==> config.mk <==
export PLATFORM = sky130hd
export DESIGN_NAME = can_destuffer_fd
export DESIGN_NICKNAME = d
export VERILOG_FILES = /design/src/rtl/can_destuffer_fd.sv
export SDC_FILE = /design/constraint.sdc
export NUM_CORES = 1
export LEC_CHECK = 0
export ABC_AREA = 1
export BUFFER_PORTS_ARGS = -buffer_cell sky130_fd_sc_hd__buf_2
export CORE_AREA = 2 2 54 56
export DETAILED_ROUTE_END_ITERATION = 6
export DIE_AREA = 0 0 56 58
export GPL_TIMING_DRIVEN = 0
export HOLD_SLACK_MARGIN = 0.12
export PLACE_DENSITY = 0.65
export SYNTH_ARGS = -nofsm -noshare
export SYNTH_HDL_FRONTEND = slang
export SYNTH_SLANG_ARGS = --single-unit
==> constraint.sdc <==
create_clock -name Clock_SP -period 1.9 [get_ports Clock_SP]
set_input_delay 0.19 -clock Clock_SP [delete_from_list [all_inputs] [get_ports Clock_SP]]
set_output_delay 0.19 -clock Clock_SP [all_outputs]
set_load 0.01 [all_outputs]
==> src/rtl/can_destuffer_fd.sv <==
// CAN / CAN FD receive bit destuffer: removes dynamic stuff bits (run-length rule)
// and fixed stuff bits (FD stuff-count / CRC fields), flagging stuff-rule violations.
module can_destuffer_fd #(
    parameter int STUFF_LEN = 5,
    parameter int FIXED_LEN = 4,
    parameter int CNT_W     = 3
) (
    input  logic             Clock_SP,
    input  logic             Reset,
    input  logic             Bit_Valid,
    input  logic             Bit_Input,
    input  logic             Frame_Start,
    input  logic             Stuff_Enable,
    input  logic             Fixed_Mode,
    output logic             Data_Valid,
    output logic             Data_Bit,
    output logic             Ignora_Bit,
    output logic             Error_Stuffing,
    output logic [CNT_W-1:0] Stuff_Count
);

    localparam int RUN_W = $clog2(STUFF_LEN + 1);
    localparam int FIX_W = $clog2(FIXED_LEN + 1);
    localparam logic [RUN_W-1:0] RUN_MAX = RUN_W'(STUFF_LEN);
    localparam logic [FIX_W-1:0] FIX_MAX = FIX_W'(FIXED_LEN);

    typedef enum logic [1:0] {ST_IDLE, ST_DYN, ST_FIXED, ST_ERR} state_t;
    typedef enum logic [2:0] {
        EV_NONE, EV_SOF, EV_PASS, EV_DATA, EV_DSTUFF, EV_FDATA, EV_FSTUFF, EV_ERR
    } event_t;

    state_t           r_state;
    logic [RUN_W-1:0] r_run;
    logic [FIX_W-1:0] r_fix;
    logic             r_last;
    logic [CNT_W-1:0] r_stuff_cnt;
    logic             r_data_valid;
    logic             r_data_bit;
    logic             r_ignora;
    logic             r_err;

    event_t           w_ev;
    state_t           w_state_nxt;
    logic [RUN_W-1:0] w_run_nxt;
    logic [FIX_W-1:0] w_fix_nxt;
    logic             w_last_nxt;
    logic [CNT_W-1:0] w_cnt_nxt;
    logic             w_dv_nxt;
    logic             w_ign_nxt;
    logic             w_err_nxt;
    logic             w_differs;

    assign w_differs = (Bit_Input != r_last);

    // Classify the current valid bit; Frame_Start overrides every stuff rule.
    always_comb begin
        w_ev = EV_NONE;
        if (Bit_Valid) begin
            if (Frame_Start) begin
                w_ev = EV_SOF;
            end else begin
                case (r_state)
                    ST_IDLE: w_ev = EV_PASS;
                    ST_DYN: begin
                        if (!Stuff_Enable)           w_ev = EV_PASS;
                        else if (Fixed_Mode)         w_ev = w_differs ? EV_FSTUFF : EV_ERR;
                        else if (r_run < RUN_MAX)    w_ev = EV_DATA;
                        else                         w_ev = w_differs ? EV_DSTUFF : EV_ERR;
                    end
                    ST_FIXED: begin
                        if (!Stuff_Enable)           w_ev = EV_PASS;
                        else if (r_fix < FIX_MAX)    w_ev = EV_FDATA;
                        else                         w_ev = w_differs ? EV_FSTUFF : EV_ERR;
                    end
                    default: w_ev = EV_NONE;
                endcase
            end
        end
    end

    always_comb begin
        w_state_nxt = r_state;
        w_run_nxt   = r_run;
        w_fix_nxt   = r_fix;
        w_last_nxt  = r_last;
        w_cnt_nxt   = r_stuff_cnt;
        case (w_ev)
            EV_SOF: begin
                w_state_nxt = ST_DYN;
                w_run_nxt   = RUN_W'(1);
                w_last_nxt  = Bit_Input;
                w_cnt_nxt   = '0;
            end
            EV_PASS: w_state_nxt = ST_IDLE;
            EV_DATA: begin
                w_run_nxt  = w_differs ? RUN_W'(1) : r_run + RUN_W'(1);
                w_last_nxt = Bit_Input;
            end
            EV_DSTUFF: begin
                // The stuff bit opens the next run.
                w_run_nxt  = RUN_W'(1);
                w_last_nxt = Bit_Input;
                w_cnt_nxt  = r_stuff_cnt + CNT_W'(1);
            end
            EV_FDATA: begin
                w_fix_nxt  = r_fix + FIX_W'(1);
                w_last_nxt = Bit_Input;
            end
            EV_FSTUFF: begin
                w_state_nxt = ST_FIXED;
                w_fix_nxt   = '0;
                w_last_nxt  = Bit_Input;
            end
            EV_ERR:  w_state_nxt = ST_ERR;
            default: w_state_nxt = r_state;
        endcase
    end

    always_comb begin
        w_dv_nxt  = (w_ev == EV_SOF) || (w_ev == EV_PASS) ||
                    (w_ev == EV_DATA) || (w_ev == EV_FDATA);
        w_ign_nxt = (w_ev == EV_DSTUFF) || (w_ev == EV_FSTUFF);
        w_err_nxt = (w_ev == EV_ERR);
    end

    always_ff @(posedge Clock_SP or posedge Reset) begin
        if (Reset) begin
            r_state     <= ST_IDLE;
            r_run       <= '0;
            r_fix       <= '0;
            r_last      <= 1'b1;
            r_stuff_cnt <= '0;
        end else begin
            r_state     <= w_state_nxt;
            r_run       <= w_run_nxt;
            r_fix       <= w_fix_nxt;
            r_last      <= w_last_nxt;
            r_stuff_cnt <= w_cnt_nxt;
        end
    end

    always_ff @(posedge Clock_SP or posedge Reset) begin
        if (Reset) begin
            r_data_valid <= 1'b0;
            r_data_bit   <= 1'b0;
            r_ignora     <= 1'b0;
            r_err        <= 1'b0;
        end else begin
            r_data_valid <= w_dv_nxt;
            r_ignora     <= w_ign_nxt;
            r_err        <= w_err_nxt;
            if (Bit_Valid) r_data_bit <= Bit_Input;
        end
    end

    assign Data_Valid     = r_data_valid;
    assign Data_Bit       = r_data_bit;
    assign Ignora_Bit     = r_ignora;
    assign Error_Stuffing = r_err;
    assign Stuff_Count    = r_stuff_cnt;

endmodule

==> results.toml, run 1 <==
[place]
gp_congestion = 0.899
numPortBuffers = 12
place_hpwl_um = 1440

[layout]
register_area_um2 = 402
drive_above_1_share_pct = 20.7
diodes = 0
fin_util_pct = 40.9
fillers = 282
multi_input_area_um2 = 460
area_growth_pct = 15.4
fin_nets = 146

[clocking]
clock_latency_ns = 0.30
clock_sinks = 16
htreeDepth = 1
clock-root-buffer = "clkbuf_4"
cts_tree = "done"
numCtsBuffers = 3
max-clock-path-buffers = 2
clk_pin_slew_ns = 0.10

[floorplan]
io-pin-count = 14
dieArea_mm2 = 0.00325
rows = 19
initial_core_util_pct = 35.5
die_h_um = 58
die_x_um = 56
core_area_mm2 = 0.00266

[yosys]
synth_nets = 128
synth_compound_area_share_pct = 3.44
synth_seq_cells = 16
synthCells = 118
synth_top_family_by_area = "simple AND/OR/NAND/NOR gates"
synthAdderAreaFrac_pct = 3.97
synth_area_per_cell_um2 = 8.01
synthMuxAreaShare_pct = 0
ys_types = 24
syn-cell-area_um2 = 945
ys_warn_count = 0
synth-xor-area-share_pct = 4.50
synth.yosys.seq_area_share_pct = 42.5
yosys.area_share.simple_pct = 36.8

[routing]
drtAntennaViolNets = 0
vias = 813
viasPerCell = 4.90
finalWirelength_um = 1930
drt_first_pass_iters = 4
drc = 0
routedWlPerCell_um = 11.6
drt_iter0_markers = 9

[pwr]
p_clk_share_pct = 28.9
pwr-share-seq_pct = 50.3
p_switching_mw = 0.246
power.leakage_nw = 0.646
swShare_pct = 30.7
power_density_mw_per_mm2 = 737
peakVddDrop_mv = 0.357
p_comb_share_pct = 20.9
p_int_mw = 0.557

[global_route]
grt_pass1_vias = 769
grt.total_usage_pct = 13.5
grt_overflow = 0
grt_pass1_wl_um = 3300
grt_start_max_net_pins = 17
antenna_found_initial = 0

[timing]
fin_worst_skew_ns = 0.00194
setup-tns-final_ns = 0
fin_crit_ns = 1.66
rsz0062_at_grt = "false"
max-slew-margin-rel_pct = 59.4
finalMaxSlewViolations = 0
fmax_ghz = 0.601
hold_viol = 0
fin_crit_sh_pct = 87.5
tightest_slew_ns = 0.609
setup-violations-final = 0

[run]
maxCapViolations = 0

[critical_path]
arrival_ns = 1.90
critical_path_class = "flop to flop"
worstPathMaxFanout = 6
start_kind = "flop"
setup.worst_path.end_class = "flop"
critical_path_required_ns = 2.14

[outcome]
status = "finished clean"

[worst_hold_path]
hp-class = "input pin to flop"
## layout by cell type (no fill, tap or decap), drive strengths merged, types with 3 or more instances in the layout
cell type   n
inv        20
nand3      21
buf        13
o21ai       4
nand4       4
xor2        4
clkbuf      4
nor2        8
dfrtp      15
nand2      30
ha          3
## timing repair
action                     4_1_cts  5_1_grt
setup endpoints to repair        0        2
gates resized for setup          0        1
setup buffers                    0        0
hold endpoints to repair        15        0
hold buffers                     1        0
## power groups by stage
stage                     clock network [mW]  registers, mW  logic, mW
after global routing                   0.254          0.409      0.193
after floorplan                            0          0.407      0.123
after global placement                     0          0.408      0.161
final                                  0.232          0.404      0.167
after CTS                              0.240          0.403      0.169
after detailed placement                   0          0.409      0.167
## final timing paths
path,depth (start not counted),slack (ns),endpoint,startpoint
worst min register to register,2,0.48,Data_Bit,Data_Bit
worst max-delay path,7,0.24,r_fix[2],r_last
max in group asynchronous,3,1.01,Data_Bit,Reset
min in group asynchronous,3,0.50,Stuff_Count[1],Reset
worst min-delay path,3,0.14,r_last,Bit_Input
worst max register to register,7,0.24,r_fix[2],r_last
## Yosys cell counts
library cell | n | area share, %
o21ai_0 | 4 | 2.1
dfrtp_1 | 15 | 40
or2_0 | 1 | 0.66
nand2_1 | 28 | 11
inv_2 | 1 | 0.40
nor2_2 | 2 | 1.3
nor3_1 | 2 | 1.1
xor2_2 | 1 | 1.7
nand2_2 | 1 | 0.66
inv_1 | 19 | 7.5
nand3_4 | 2 | 3.7
nand3b_1 | 1 | 0.79
nand4_1 | 4 | 2.6
ha_1 | 3 | 4.0
o21bai_1 | 1 | 0.79
dfstp_2 | 1 | 2.8
nor2_1 | 6 | 2.4
nand2_4 | 1 | 1.2
nand3_2 | 1 | 1.1
or2_2 | 1 | 0.66
buf_4 | 1 | 0.79
nand3_1 | 18 | 9.5
a21oi_1 | 1 | 0.53
xor2_1 | 3 | 2.8
## metal layers
metal  part of all wire [%]  global-route usage, %
met1                     43                   15.7
met2                     49                   21.8
met3                    4.3                   2.46
met4                    3.7                   11.2
met5                      0                      0
## registers in the layout, summed over array words and instances (netlist names)
| register | flops |
|---|---|
| Stuff_Count | 3 |
| Error_Stuffing | 1 |
| r_last | 1 |
| r_run | 3 |
| r_state | 2 |
| r_fix | 3 |
| Data_Bit | 1 |
| Ignora_Bit | 1 |
| Data_Valid | 1 |
## metrics by stage
step	hold slack, ns	cells	area, um2	power [mW]	worst slack [ns]
2_1_floorplan	0.103	118	945	0.530	0.425
3_3_place_gp	0.292	161	1040	0.569	0.234
3_5_place_dp	0.297	161	1040	0.576	0.191
4_1_cts	0.136	166	1090	0.812	0.178
5_1_grt	0.161	166	1090	0.856	0.0690
6_report	0.141	166	1090	0.803	0.237
## worst max-delay path, cell delays in order, from the launching register on
cell and delay, ns:
dfstp_2 0.59, xor2_2 0.22, nand3b_1 0.13, nand2_2 0.16, nand4_1 0.23, inv_1 0.14, nand3_1 0.07, nand2_1 0.06
## cell type report
class                      instances  share of cell area (%)
multi-input combinational         81                    42.3
timing repair buffer              13                    6.43
buffer                             1                   0.689
tap                               31                    3.56
sequential                        16                    36.9
inverter                          20                    6.89
clock buffer                       4                    3.33
## kinds of logic after synthesis
| family | count (synthesis) |
|---|---|
| and+or+nand+nor | 68 |
| buffers and inverters | 21 |
| DFF | 16 |
| AOI/OAI and AO/OA | 6 |
| xor gates and xnor gates | 4 |
| adders and majority gates | 3 |
No activity file was read; power rests on OpenSTA's default activity.
==> run 2: changes to the inputs <==
==> constraint.sdc (replaced) <==
create_clock -name Clock_SP -period 1.7 [get_ports Clock_SP]
set_input_delay 0.17 -clock Clock_SP [delete_from_list [all_inputs] [get_ports Clock_SP]]
set_output_delay 0.17 -clock Clock_SP [all_outputs]
set_load 0.01 [all_outputs]
==> run 2 against run 1 <==
- setup slack lost 0.16 ns
- count of clock-buffer cells in the layout is the same
- power grew 16%
- die area is the same
- via count grew 0.74%
- worst hold slack gained 0.025 ns
- non-clock buffer count grew 5
- design area grew 5.4%
- cell count grew 3.0%
- sequential power grew 12%
==> results.toml, run 2 (same netlist as run 1, synthesis figures left out) <==
[floorplan]
initial_core_util_pct = 35.5
die_x_um = 56
rows = 19
die_h_um = 58
io-pin-count = 14
dieArea_mm2 = 0.00325
core_area_mm2 = 0.00266

[routing]
drtAntennaViolNets = 0
vias = 819
finalWirelength_um = 2030
drc = 0
routedWlPerCell_um = 11.8
drt_first_pass_iters = 6
drt_iter0_markers = 13
viasPerCell = 4.79

[run]
maxCapViolations = 0

[layout]
finish.instance_area_mm2 = 0.00115
final_cell_mix = "nand2_1 (27), inv_1 (18), nand3_1 (18), dfrtp_1 (15), buf_2 (12)"
diodes = 0
fin_nets = 151
fillers = 276
fin_util_pct = 43.1
layout_commonest_cell = "nand2_1"
area_growth_pct = 21.6
drive_above_1_share_pct = 24.3

[timing]
max-slew-margin-rel_pct = 59.2
setup-tns-final_ns = 0
fin_worst_skew_ns = 0.00327
fmax_ghz = 0.617
setup-violations-final = 0
finalMaxSlewViolations = 0
rsz0062_at_grt = "true"
hold_viol = 0
holdWs_ns = 0.167
tightest_slew_ns = 0.612
fin_crit_sh_pct = 95.4
fin_crit_ns = 1.62

[critical_path]
setup.worst_path.end_class = "flop"
critical_path_required_ns = 1.95
rr_worst_depth = 7
r2r-end = "r_fix[2]"
worstPathMaxFanout = 6
cp_num_buf_inv = 1
crit_chain = "xor2_4 > nand3b_1 > nand2_4 > nand4_1 > inv_1 > nand3_1 > nand2_1"
r2r_start = "r_last"
start_kind = "flop"
r2r_slack_ns = 0.08
path_delay_family = "simple AND/OR/NAND/NOR gates"
critPathMaxStageDelay_ns = 0.61
critical_path_class = "flop to flop"
arrival_ns = 1.87
crit_cells = 7
crit_path_top_delay_cell = "dfstp_2"

[pwr]
p_switching_mw = 0.288
total_power_mw = 0.931
p_comb_share_pct = 23.1
p_int_mw = 0.643
peakVddDrop_mv = 0.426
p_clk_share_pct = 28.2
swShare_pct = 31.0
power.leakage_nw = 0.670
pwr-share-seq_pct = 48.7
power_density_mw_per_mm2 = 811

[clocking]
htreeDepth = 1
cts_tree = "done"
clock-root-buffer = "clkbuf_4"
clock_latency_ns = 0.30
clock_sinks = 16
numCtsBuffers = 3
max-clock-path-buffers = 2
clk_pin_slew_ns = 0.10

[place]
dpl_cell_area_mm2 = 0.00104
place_hpwl_um = 1440
numPortBuffers = 12
gp_congestion = 0.899

[worst_hold_path]
min_from = "Bit_Input"
min_path_cells = 3
hold_path_end = "Data_Bit"
hp-class = "input pin to flop"

[global_route]
grt_overflow = 0
grt_pass1_wl_um = 3310
antenna_found_initial = 0
grt.total_usage_pct = 13.6
grt_pass1_vias = 771
grt_start_max_net_pins = 17

[outcome]
status = "finished clean"
## run 2: changes by cell type in the layout (fill, tap and decap cells not counted), sizes merged
cell | before | now
dlygate4sd3 | 1 | 2
buf | 13 | 17
## run 2: area by class of cell
type | count | area [um2] | share of cell area [%]
Clock buffer | 4 | 36.3 | 3.16
Multi-Input combinational cell | 81 | 479 | 41.7
Timing Repair Buffer | 18 | 110 | 9.59
Buffer | 1 | 7.51 | 0.654
Tap cell | 31 | 38.8 | 3.38
Inverter | 20 | 75.1 | 6.54
Sequential cell | 16 | 402 | 35.0
## run 2: power by group through the flow
stage | Sequential [mW] | Clock (mW) | Combinational, mW
3_3_place_gp | 0.456 | 0 | 0.180
5_1_grt | 0.460 | 0.284 | 0.244
2_1_floorplan | 0.455 | 0 | 0.137
3_5_place_dp | 0.458 | 0 | 0.186
4_1_cts | 0.451 | 0.268 | 0.191
6_report | 0.454 | 0.263 | 0.215
## run 2: routing by layer
metal  share of wire, %  wire length (um)  GRT usage (%)  up-vias
li1                   -                 -              -      419
met1                 45               911           15.9      382
met2                 49               988           21.8       13
met3                3.0                61           2.23        5
met4                3.2                64           11.2        0
met5                  0                 0              0        -
## run 2: through the flow
step           std cells  worst slack (ns)
2_1_floorplan        118             0.225
3_3_place_gp         161            0.0339
3_5_place_dp         161          -0.00878
4_1_cts              167            0.0457
5_1_grt              171          -0.00957
6_report             171            0.0786
## run 2: worst min-delay path, cell delays in order
cell,delay [ns]
buf_2,0.15
nand2_1,0.07
nand2_1,0.05
## run 2: worst max-delay path by stage
stage	slack, ns	end	from
floorplan	0.23	Stuff_Count[0]	r_last
global placement	0.03	r_fix[2]	r_run[0]
finish	0.08	r_fix[2]	r_last
detailed placement	-0.009	r_fix[2]	r_run[0]
CTS	0.05	r_fix[2]	r_last
global route	-0.01	r_fix[2]	r_last
## run 2: timing repair
| action | 4_1_cts | 5_1_grt |
|---|---|---|
| hold buffers | 2 | 0 |
| pin swaps | 0 | 3 |
| endpoints found under the hold margin | 16 | 0 |
| resized for setup | 1 | 4 |
| endpoints found under the setup margin | 2 | 12 |
| buffers inserted | 0 | 4 |
